<file path="src/rtl/ikari_vram_pkg.sv">
// rtl/ikari_vram_pkg.sv - shared types and window constants for the VRAM arbiter
package ikari_vram_pkg;

  // Arbiter FSM states
  typedef enum logic [1:0] {
    ST_IDLE    = 2'd0,
    ST_GRANT_A = 2'd1,
    ST_GRANT_B = 2'd2,
    ST_RELEASE = 2'd3
  } vram_arb_state_t;

  // Shared VRAM window: addr[15:14] must match HI, addr[13:11] must differ from LO_EXCL
  localparam logic [1:0] VRAM_WIN_HI      = 2'b11;
  localparam logic [2:0] VRAM_WIN_LO_EXCL = 3'b000;

endpackage

</file>
<file path="src/rtl/vram_win_decode.sv">
// rtl/vram_win_decode.sv - shared VRAM window hit and request qualification for one Z80 bus
module vram_win_decode
  import ikari_vram_pkg::*;
(
  input  logic       mreq_n,
  input  logic       rd_n,
  input  logic       wr_n,
  input  logic [4:0] addr,
  output logic       req
);

  logic hit;

  // A request is a memory cycle with an active strobe that lands in 0xC800-0xFFFF
  always_comb begin
    hit = (addr[4:3] == VRAM_WIN_HI) && (addr[2:0] != VRAM_WIN_LO_EXCL);
    req = ~mreq_n & hit & (~rd_n | ~wr_n);
  end

endmodule

</file>
<file path="src/rtl/shared_vram_arbiter.sv">
// rtl/shared_vram_arbiter.sv - CPU A/B arbiter for the shared video RAM banks
module shared_vram_arbiter
  import ikari_vram_pkg::*;
#(
  parameter int HOLD_CYCLES = 4,
  parameter int CNT_W       = 4
) (
  input  logic       clk,
  input  logic       reset,
  input  logic       a_mreq_n,
  input  logic       a_rd_n,
  input  logic       a_wr_n,
  input  logic [4:0] a_addr,
  input  logic       b_mreq_n,
  input  logic       b_rd_n,
  input  logic       b_wr_n,
  input  logic [4:0] b_addr,
  output logic       ab_sel,
  output logic       a_wait_n,
  output logic       b_wait_n,
  output logic       vram_rd_n,
  output logic       vram_wr_n,
  output logic       busy
);

  vram_arb_state_t state;
  vram_arb_state_t next_state;
  logic [CNT_W-1:0] cnt;
  logic             last_grant_b;
  logic             a_req;
  logic             b_req;
  logic             entering_grant;
  logic             staying_grant;
  logic             slot_done;

  vram_win_decode u_dec_a (
    .mreq_n (a_mreq_n),
    .rd_n   (a_rd_n),
    .wr_n   (a_wr_n),
    .addr   (a_addr),
    .req    (a_req)
  );

  vram_win_decode u_dec_b (
    .mreq_n (b_mreq_n),
    .rd_n   (b_rd_n),
    .wr_n   (b_wr_n),
    .addr   (b_addr),
    .req    (b_req)
  );

  // Next-state: grant from IDLE (round-robin on ties), hold while the owner requests
  always_comb begin
    next_state = state;
    case (state)
      ST_IDLE: begin
        if (a_req && b_req) begin
          next_state = last_grant_b ? ST_GRANT_A : ST_GRANT_B;
        end else if (a_req) begin
          next_state = ST_GRANT_A;
        end else if (b_req) begin
          next_state = ST_GRANT_B;
        end
      end
      ST_GRANT_A: if (!a_req) next_state = ST_RELEASE;
      ST_GRANT_B: if (!b_req) next_state = ST_RELEASE;
      default:    next_state = ST_IDLE;
    endcase
  end

  // State register
  always_ff @(posedge clk) begin
    if (reset) begin
      state <= ST_IDLE;
    end else begin
      state <= next_state;
    end
  end

  always_comb begin
    entering_grant = (state == ST_IDLE) &&
                     ((next_state == ST_GRANT_A) || (next_state == ST_GRANT_B));
    staying_grant  = ((state == ST_GRANT_A) || (state == ST_GRANT_B)) &&
                     (next_state == state);
    slot_done      = (cnt == '0);
  end

  // Slot counter: loaded on grant entry, counts down to zero while the grant is held
  always_ff @(posedge clk) begin
    if (reset) begin
      cnt <= '0;
    end else if (entering_grant) begin
      cnt <= CNT_W'(HOLD_CYCLES);
    end else if (staying_grant && !slot_done) begin
      cnt <= cnt - CNT_W'(1);
    end else if (!staying_grant) begin
      cnt <= '0;
    end
  end

  // Bus select only moves when leaving IDLE, so it never changes under an active strobe
  always_ff @(posedge clk) begin
    if (reset) begin
      ab_sel <= 1'b0;
    end else if (entering_grant) begin
      ab_sel <= (next_state == ST_GRANT_B);
    end
  end

  // Round-robin bit: only a tie consumes a turn; reset favours CPU A
  always_ff @(posedge clk) begin
    if (reset) begin
      last_grant_b <= 1'b1;
    end else if ((state == ST_IDLE) && a_req && b_req) begin
      last_grant_b <= ~last_grant_b;
    end
  end

  // WAIT lines and muxed strobes; WAIT is forced released while reset is held
  always_comb begin
    a_wait_n  = reset | ~(a_req & ~((state == ST_GRANT_A) && slot_done));
    b_wait_n  = reset | ~(b_req & ~((state == ST_GRANT_B) && slot_done));
    vram_rd_n = 1'b1;
    vram_wr_n = 1'b1;
    case (state)
      ST_GRANT_A: begin
        vram_rd_n = a_rd_n;
        vram_wr_n = a_wr_n;
      end
      ST_GRANT_B: begin
        vram_rd_n = b_rd_n;
        vram_wr_n = b_wr_n;
      end
      default: ;
    endcase
    busy = (state != ST_IDLE);
  end

endmodule

</file>
<file path="config.mk">
export PLATFORM = sky130hd
export DESIGN_NAME = shared_vram_arbiter
export DESIGN_NICKNAME = d
export VERILOG_FILES = /design/src/rtl/ikari_vram_pkg.sv /design/src/rtl/vram_win_decode.sv /design/src/rtl/shared_vram_arbiter.sv
export SDC_FILE = /design/constraint.sdc
export NUM_CORES = 1
export LEC_CHECK = 0
export ABC_CLOCK_PERIOD_IN_PS = 2700
export BUFFER_PORTS_ARGS = -buffer_cell sky130_fd_sc_hd__buf_2
export CORE_MARGIN = 2
export CORE_UTILIZATION = 45
export DETAILED_ROUTE_END_ITERATION = 16
export PLACE_DENSITY = 0.84
export RECOVER_POWER = 50
export SYNTH_ARGS = -nofsm -noshare
export SYNTH_HDL_FRONTEND = slang
export SYNTH_SLANG_ARGS = --single-unit
</file>
<file path="constraint.sdc">
create_clock -name clk -period 2.7 [get_ports clk]
set_input_delay 0.135 -clock clk [delete_from_list [all_inputs] [get_ports clk]]
set_output_delay 0.135 -clock clk [all_outputs]
set_load 0.02 [all_outputs]
</file>
# ---- Yosys cells after proc, flatten, opt, wreduce, memory -nomap -nowiden
# Index checks and enable logic that the tools add are counted.
dict set report word_totals {
  out_inout_bits 6
  register_bits 8
  wordCells 67
}
dict set report op_classes {
  n_eq_ne 9
  bitwise 21
  muxes 12
  addsub 1
  reduce_logical 19
}
# op count
set ops {}
lappend ops {{2-to-1 mux 2 bit} 6}
lappend ops {{NOT 1 bit} 11}
lappend ops {{logical AND 1 bit} 10}
lappend ops {{equality test 2 bit (second input constant)} 4}
lappend ops {{2-to-1 mux 4 bit} 2}
lappend ops {{bitwise AND 1 bit} 6}
lappend ops {{one-hot mux 2 bit (3 select lines)} 1}
lappend ops {{nonzero test 3 bit} 2}
lappend ops {{equality test 2 x 1 -> 1 bit (second input constant)} 2}
lappend ops {{logical NOT 4 bit} 1}
lappend ops {{bitwise OR 1 bit} 4}
lappend ops {{one-hot mux 1 bit (2 select lines)} 2}
lappend ops {{subtractor 4 x 1 -> 4 bit (second input constant)} 1}
lappend ops {{2-to-1 mux 3 bit} 1}
lappend ops {{inequality test 3 x 2 -> 1 bit (second input constant)} 1}
lappend ops {{equality test 2 bit} 1}
lappend ops {{logical NOT 2 bit} 1}
lappend ops {{logical OR 1 bit} 2}
lappend ops {{inequality test 2 x 1 -> 1 bit (second input constant)} 1}
lappend ops {{nonzero test 2 bit} 1}
lappend ops {{OR reduction 2 bit} 1}
lappend ops {{logical NOT 1 bit} 1}

# ---- Depth between registers and ports, before layout
dict set report logic_depth {
  ltp_word 13
  mapped_depth 9
  mapped_depth_nobuf 9
}

# ---- Modules after synthesis
# A second synthesis with hierarchy kept.
dict set report unflattened {
  hier_cells 89
  area_unflattened_um2 814.5
}
# mod area_each_um2 cells_per_inst seq_area_each_um2 n_inst
set by_module_without_submodules {}
lappend by_module_without_submodules {shared_vram_arbiter 739.5 83 160.2 1}
lappend by_module_without_submodules {vram_win_decode 37.5 3 0.0 2}

# ---- Least setup slack after synthesis
# OpenSTA, ideal clock, no wires.
dict set report synth_timing {
  path_kind {register -> register}
  start {reg state[0]}
  end {reg cnt[0]}
  t_required_ns 2.608
  t_arrival_ns 2.013
  path_slack_ns 0.595
  synth_period_minus_slack_ns 2.105
  stages_incl_launch_ff 10
  setup_ns 0.092
  n_path_buf 0
  path_cell_list {dfxtp_1 -> inv_1 -> ha_1 -> o21bai_1 -> a21oi_1 -> a21o_1 -> ha_1 -> nor2_1 -> or2_2 -> nor4_1}
}
# element line
set synth_rtl {}
lappend synth_rtl {{start, declared} shared_vram_arbiter.sv:26} ;# vram_arb_state_t state;
lappend synth_rtl {{start signal, assigned} shared_vram_arbiter.sv:76} ;# state <= next_state;
lappend synth_rtl {{equality test 2 bit, or another cell as far along} shared_vram_arbiter.sv:55} ;# case (state)
lappend synth_rtl {{one-hot mux 2 bit (3 select lines) *} shared_vram_arbiter.sv:55}
lappend synth_rtl {{named net next_state[1]} shared_vram_arbiter.sv:27} ;# vram_arb_state_t next_state;
lappend synth_rtl {{equality test 2 bit, or another cell as far along} shared_vram_arbiter.sv:84} ;# (next_state == state);
lappend synth_rtl {{logical AND 1 bit or logical OR 1 bit (tied branches)} {shared_vram_arbiter.sv:83, shared_vram_arbiter.sv:82}}
lappend synth_rtl {{logical AND 1 bit (on tied branches)} {shared_vram_arbiter.sv:94, shared_vram_arbiter.sv:81}}
lappend synth_rtl {{inequality test 2 x 1 -> 1 bit (no line), or another cell as far along} n/a}
lappend synth_rtl {{end signal, assigned} shared_vram_arbiter.sv:93} ;# cnt <= CNT_W'(HOLD_CYCLES);
lappend synth_rtl {{end signal, assigned} shared_vram_arbiter.sv:95} ;# cnt <= cnt - CNT_W'(1);
lappend synth_rtl {{end, declared} shared_vram_arbiter.sv:28} ;# logic [CNT_W-1:0] cnt;
# The timed path passes the listed nets; every way through them passes the cells marked *.
# A chain may end at the register's enable or synchronous reset.

# ---- Worst setup path after layout
dict set report layout_timing {
  start {reg state[0]}
  end {reg cnt[1]}
}
# Same word-level chain as after synthesis.

==> impl_summary.txt <==
----------------------------------------------------
[Status]
  Run status ... finished clean

[Placement]
  Instance area after placement ... 847 um^2
  Port-buffer cells ... 23
  DPL Wire Length ... 1360 um
  Routability cong. ... 0.826

[GRT]
  GRT Overall Usage ... 0.190
  Vias in the first global route ... 657
  Largest net degree at the start of global routing ... 10
  Wire length of the first global-routing pass ... 2750 um
  Total overflow reported by the global router ... 0
  Number of antenna violations at the first check in global routing ... 0

[Layout]
  Antenna diode count ... 0
  Growth of design area from synthesis to finish ... 20.8%
  Number of filler instances in the final layout ... 135
  Number of nets at the end of the flow ... 140
  Layout cells sized above 1 ... 0.277
  Finished Cell Area ... 865 um^2

[Setup path]
  Endpoint type of the worst setup path ... flip-flop
  Crit-path cells ... inv_1 -> ha_1 -> o21bai_1 -> a21oi_1 -> a21o_1 -> ha_1 -> nor2_1 -> or2_2 -> nor4_1
  WP data required ... 2.85 ns
  Max Fanout on Critical Path ... 9
  Delay contributed by the slowest stage of the critical path ... 0.50 ns
  Worst path arrival time ... 2.50 ns
  Worst setup path class ... reg2reg
  Cell with the largest stage delay on the worst path ... sky130_fd_sc_hd__dfxtp_1
  Kind of cell adding the most delay to the critical path ... simple AND/OR/NAND/NOR gates
  Buffers & Inverters on Critical Path ... 1
  Cell repeated most along the worst path ... sky130_fd_sc_hd__ha_1
  Critical Path Start Type ... flip-flop

[Timing]
  Total negative setup slack ... 0 ns
  Max-slew violation total from the final report ... 0
  Maximum clock skew at final layout ... 0.00180 ns
  Tightest Pin Transition ... 0.639 ns
  Post-route minimum period ... 2.35 ns
  Relative max-transition margin ... 0.573
  Fraction of the cycle the final worst path needs ... 0.869
  RSZ-0062 raised after global routing ... no
  Hold violation total from the final report ... 0
  Setup Viol. Count Final ... 0
  Timing-limited maximum frequency ... 426 MHz

[Power]
  Fraction of power consumed by the clock network ... 0.102
  Seq pwr share ... 0.210
  Combinational group share of total power ... 0.688
  Internal power ... 421 uW
  Static Leak ... 0.351 nW
  Power per Cell Area ... 999 nW/um^2
  Switching share of power ... 0.513
  IR Drop Worst-Case VDD ... 601 uV
  Net switching power figure ... 443 uW

[Logic synthesis]
  Gate Count Post-Synth ... 87
  Register area share after synthesis ... 0.224
  Yosys Warn Count ... 0
  Post-synth design cell area ... 716 um^2
  Net count after synthesis ... 113
  Count of cell types in the netlist ... 38
  Flip-flop and latch count after synthesis ... 8
  Mean cell area of the mapped netlist ... 8.23 um^2

[Die]
  Initial core utilization ... 0.475
  Placement row count ... 14
  Area of the die ... 1930 um^2
  # IOs ... 24
  Die extent in x ... 43.9 um
  Standard cell core area ... 1510 um^2
  Vertical extent of the die ... 43.9 um

[Routing]
  Average wire per standard cell ... 13.2 um
  DRC errors left ... 0
  Count of TritonRoute iterations in the first routing pass ... 4
  Count of routing violations after the opening detailed-route iteration ... 18
  Final ANT Viol Nets ... 0
  Topmost layer with routed signal wires ... met4
  Met2 Routed Length ... 845 um
  DRT Wirelength ... 1690 um
  Post-DR vias/cell ... 5.80
  Met3 Wirelength ... 69 um
  Total number of vias ... 742
  Met1 wire length ... 747 um

[Clocking]
  Number of instances resized during post-cts repair ... 0
  Clock-pin transition on the worst setup and hold timing paths ... 0.05 ns
  Clock network latency to the later pin of the worst-skew pair ... 0.25 ns
  Longest Clk Path Bufs ... 2
  Depth of the CTS H-tree ... 1
  Number of sinks on the clock net ... 8
  Number of buffers inserted during clock tree synthesis ... 3
  Cell at the root of the clock tree ... sky130_fd_sc_hd__clkbuf_4
  Clock tree from TritonCTS ... done
  Cts-stage hold buffer count ... 0
  Buffer count from post-CTS setup fixing ... 0

[Run]
  Max Cap Violations ... 0

[Hold path]
  Worst hold path type ... in2reg

----------------------------------------------------
## flip-flops by register name, summed over array words and instances, names as in the netlist
name	flops
cnt	4
last_grant_b	1
state	2
ab_sel	1
## cell usage in the layout, fill, tap and decap left out, types with 2 or more instances in the layout
cell type | netlist | final
sky130_fd_sc_hd__nand2_1 | 10 | 10
sky130_fd_sc_hd__dfxtp_1 | 8 | 8
sky130_fd_sc_hd__buf_2 | 0 | 19
sky130_fd_sc_hd__nor4_1 | 3 | 3
sky130_fd_sc_hd__a22oi_1 | 2 | 2
sky130_fd_sc_hd__or3_1 | 2 | 2
sky130_fd_sc_hd__nor2_1 | 8 | 8
sky130_fd_sc_hd__nand2b_1 | 2 | 2
sky130_fd_sc_hd__nor3_1 | 2 | 2
sky130_fd_sc_hd__clkbuf_4 | 0 | 3
sky130_fd_sc_hd__o21bai_1 | 2 | 2
sky130_fd_sc_hd__nand4b_1 | 2 | 2
sky130_fd_sc_hd__inv_1 | 5 | 5
sky130_fd_sc_hd__a21oi_1 | 6 | 6
sky130_fd_sc_hd__ha_1 | 8 | 8
sky130_fd_sc_hd__o21ai_2 | 2 | 2
sky130_fd_sc_hd__clkbuf_1 | 0 | 4
sky130_fd_sc_hd__o21ai_0 | 2 | 2
## cells by family (layout without fill, tap and decap cells)
kind of cell             Yosys count  after routing  synth area share
multiplexers                       1              1            0.0140
flip-flops                         8              8             0.224
XOR/XNOR                           2              2            0.0245
AND/OR/NAND/NOR                   37             37             0.287
buffers and inverters              6             31            0.0315
AO/OA/AOI/OAI                     25             25             0.280
adder cells (fa/ha/maj)            8              8             0.140
## power groups by stage
stage / Combinational (mW) / Clock, mW / Sequential (mW)
finish: 0.594 / 0.0880 / 0.182
global route: 0.665 / 0.0942 / 0.186
CTS: 0.601 / 0.0912 / 0.180
detailed placement: 0.597 / 0 / 0.182
global placement: 0.582 / 0 / 0.179
floorplan: 0.454 / 0 / 0.183
## worst paths after layout
| check | start | endpoint | slack (ns) | cells after the start |
|---|---|---|---|---|
| worst max-delay path | state[0]$_SDFF_PP0_ | cnt[1]$_SDFFE_PP0P_ | 0.35 | 9 |
| worst min-delay path | reset | ab_sel$_SDFFE_PP0P_ | 0.17 | 2 |
| worst max register to register | state[0]$_SDFF_PP0_ | cnt[1]$_SDFFE_PP0P_ | 0.35 | 9 |
| worst min register to register | ab_sel$_SDFFE_PP0P_ | ab_sel$_SDFFE_PP0P_ | 0.48 | 2 |
## routing by layer
| layer | up-vias | track usage |
|---|---|---|
| met2 | 22 | 0.321 |
| li1 | 376 | - |
| met5 | - | 0 |
| met1 | 340 | 0.231 |
| met3 | 4 | 0.0375 |
| met4 | 0 | 0.0848 |
## metrics by stage
| stage | util | hold slack, ns | instances | power (mW) | worst slack, ns |
|---|---|---|---|---|---|
| after floorplan | - | 0.412 | 87 | 0.637 | 0.595 |
| after global placement | 0.562 | 0.415 | 125 | 0.761 | 0.512 |
| after detailed placement | 0.562 | 0.430 | 125 | 0.779 | 0.407 |
| after CTS | 0.577 | 0.160 | 128 | 0.873 | 0.377 |
| after global routing | 0.574 | 0.173 | 128 | 0.945 | 0.210 |
| final | 0.574 | 0.170 | 128 | 0.864 | 0.354 |
## cell type report
type	instances	area, um^2	share of cell area
Inverter	5	18.8	0.0217
Tap cell	16	20.0	0.0232
Timing Repair Buffer	23	110	0.127
Multi-Input combinational cell	73	533	0.616
Clock buffer	3	22.5	0.0260
Sequential cell	8	160	0.185
## cell usage after synthesis, drive strengths merged
library cell | number | share of area
a2111o | 1 | 0.016
a2111oi | 1 | 0.038
a211o | 1 | 0.012
a211oi | 1 | 0.010
a21o | 1 | 0.010
a21oi | 7 | 0.054
a22oi | 2 | 0.021
a41oi | 1 | 0.012
and3b | 1 | 0.012
buf | 1 | 0.0052
dfxtp | 8 | 0.22
ha | 8 | 0.14
inv | 5 | 0.026
mux2i | 1 | 0.014
nand2 | 11 | 0.061
nand2b | 2 | 0.017
nand3 | 1 | 0.014
nand4b | 2 | 0.024
nor2 | 8 | 0.042
nor2b | 1 | 0.0087
nor3 | 3 | 0.028
nor3b | 1 | 0.010
nor4 | 3 | 0.026
o21a | 1 | 0.010
o21ai | 5 | 0.045
o21bai | 2 | 0.021
o32ai | 1 | 0.012
o41a | 1 | 0.016
or2 | 1 | 0.0087
or3 | 3 | 0.033
xnor2 | 1 | 0.012
xor2 | 1 | 0.012
Note: power is estimated with default switching activity, not from simulation.
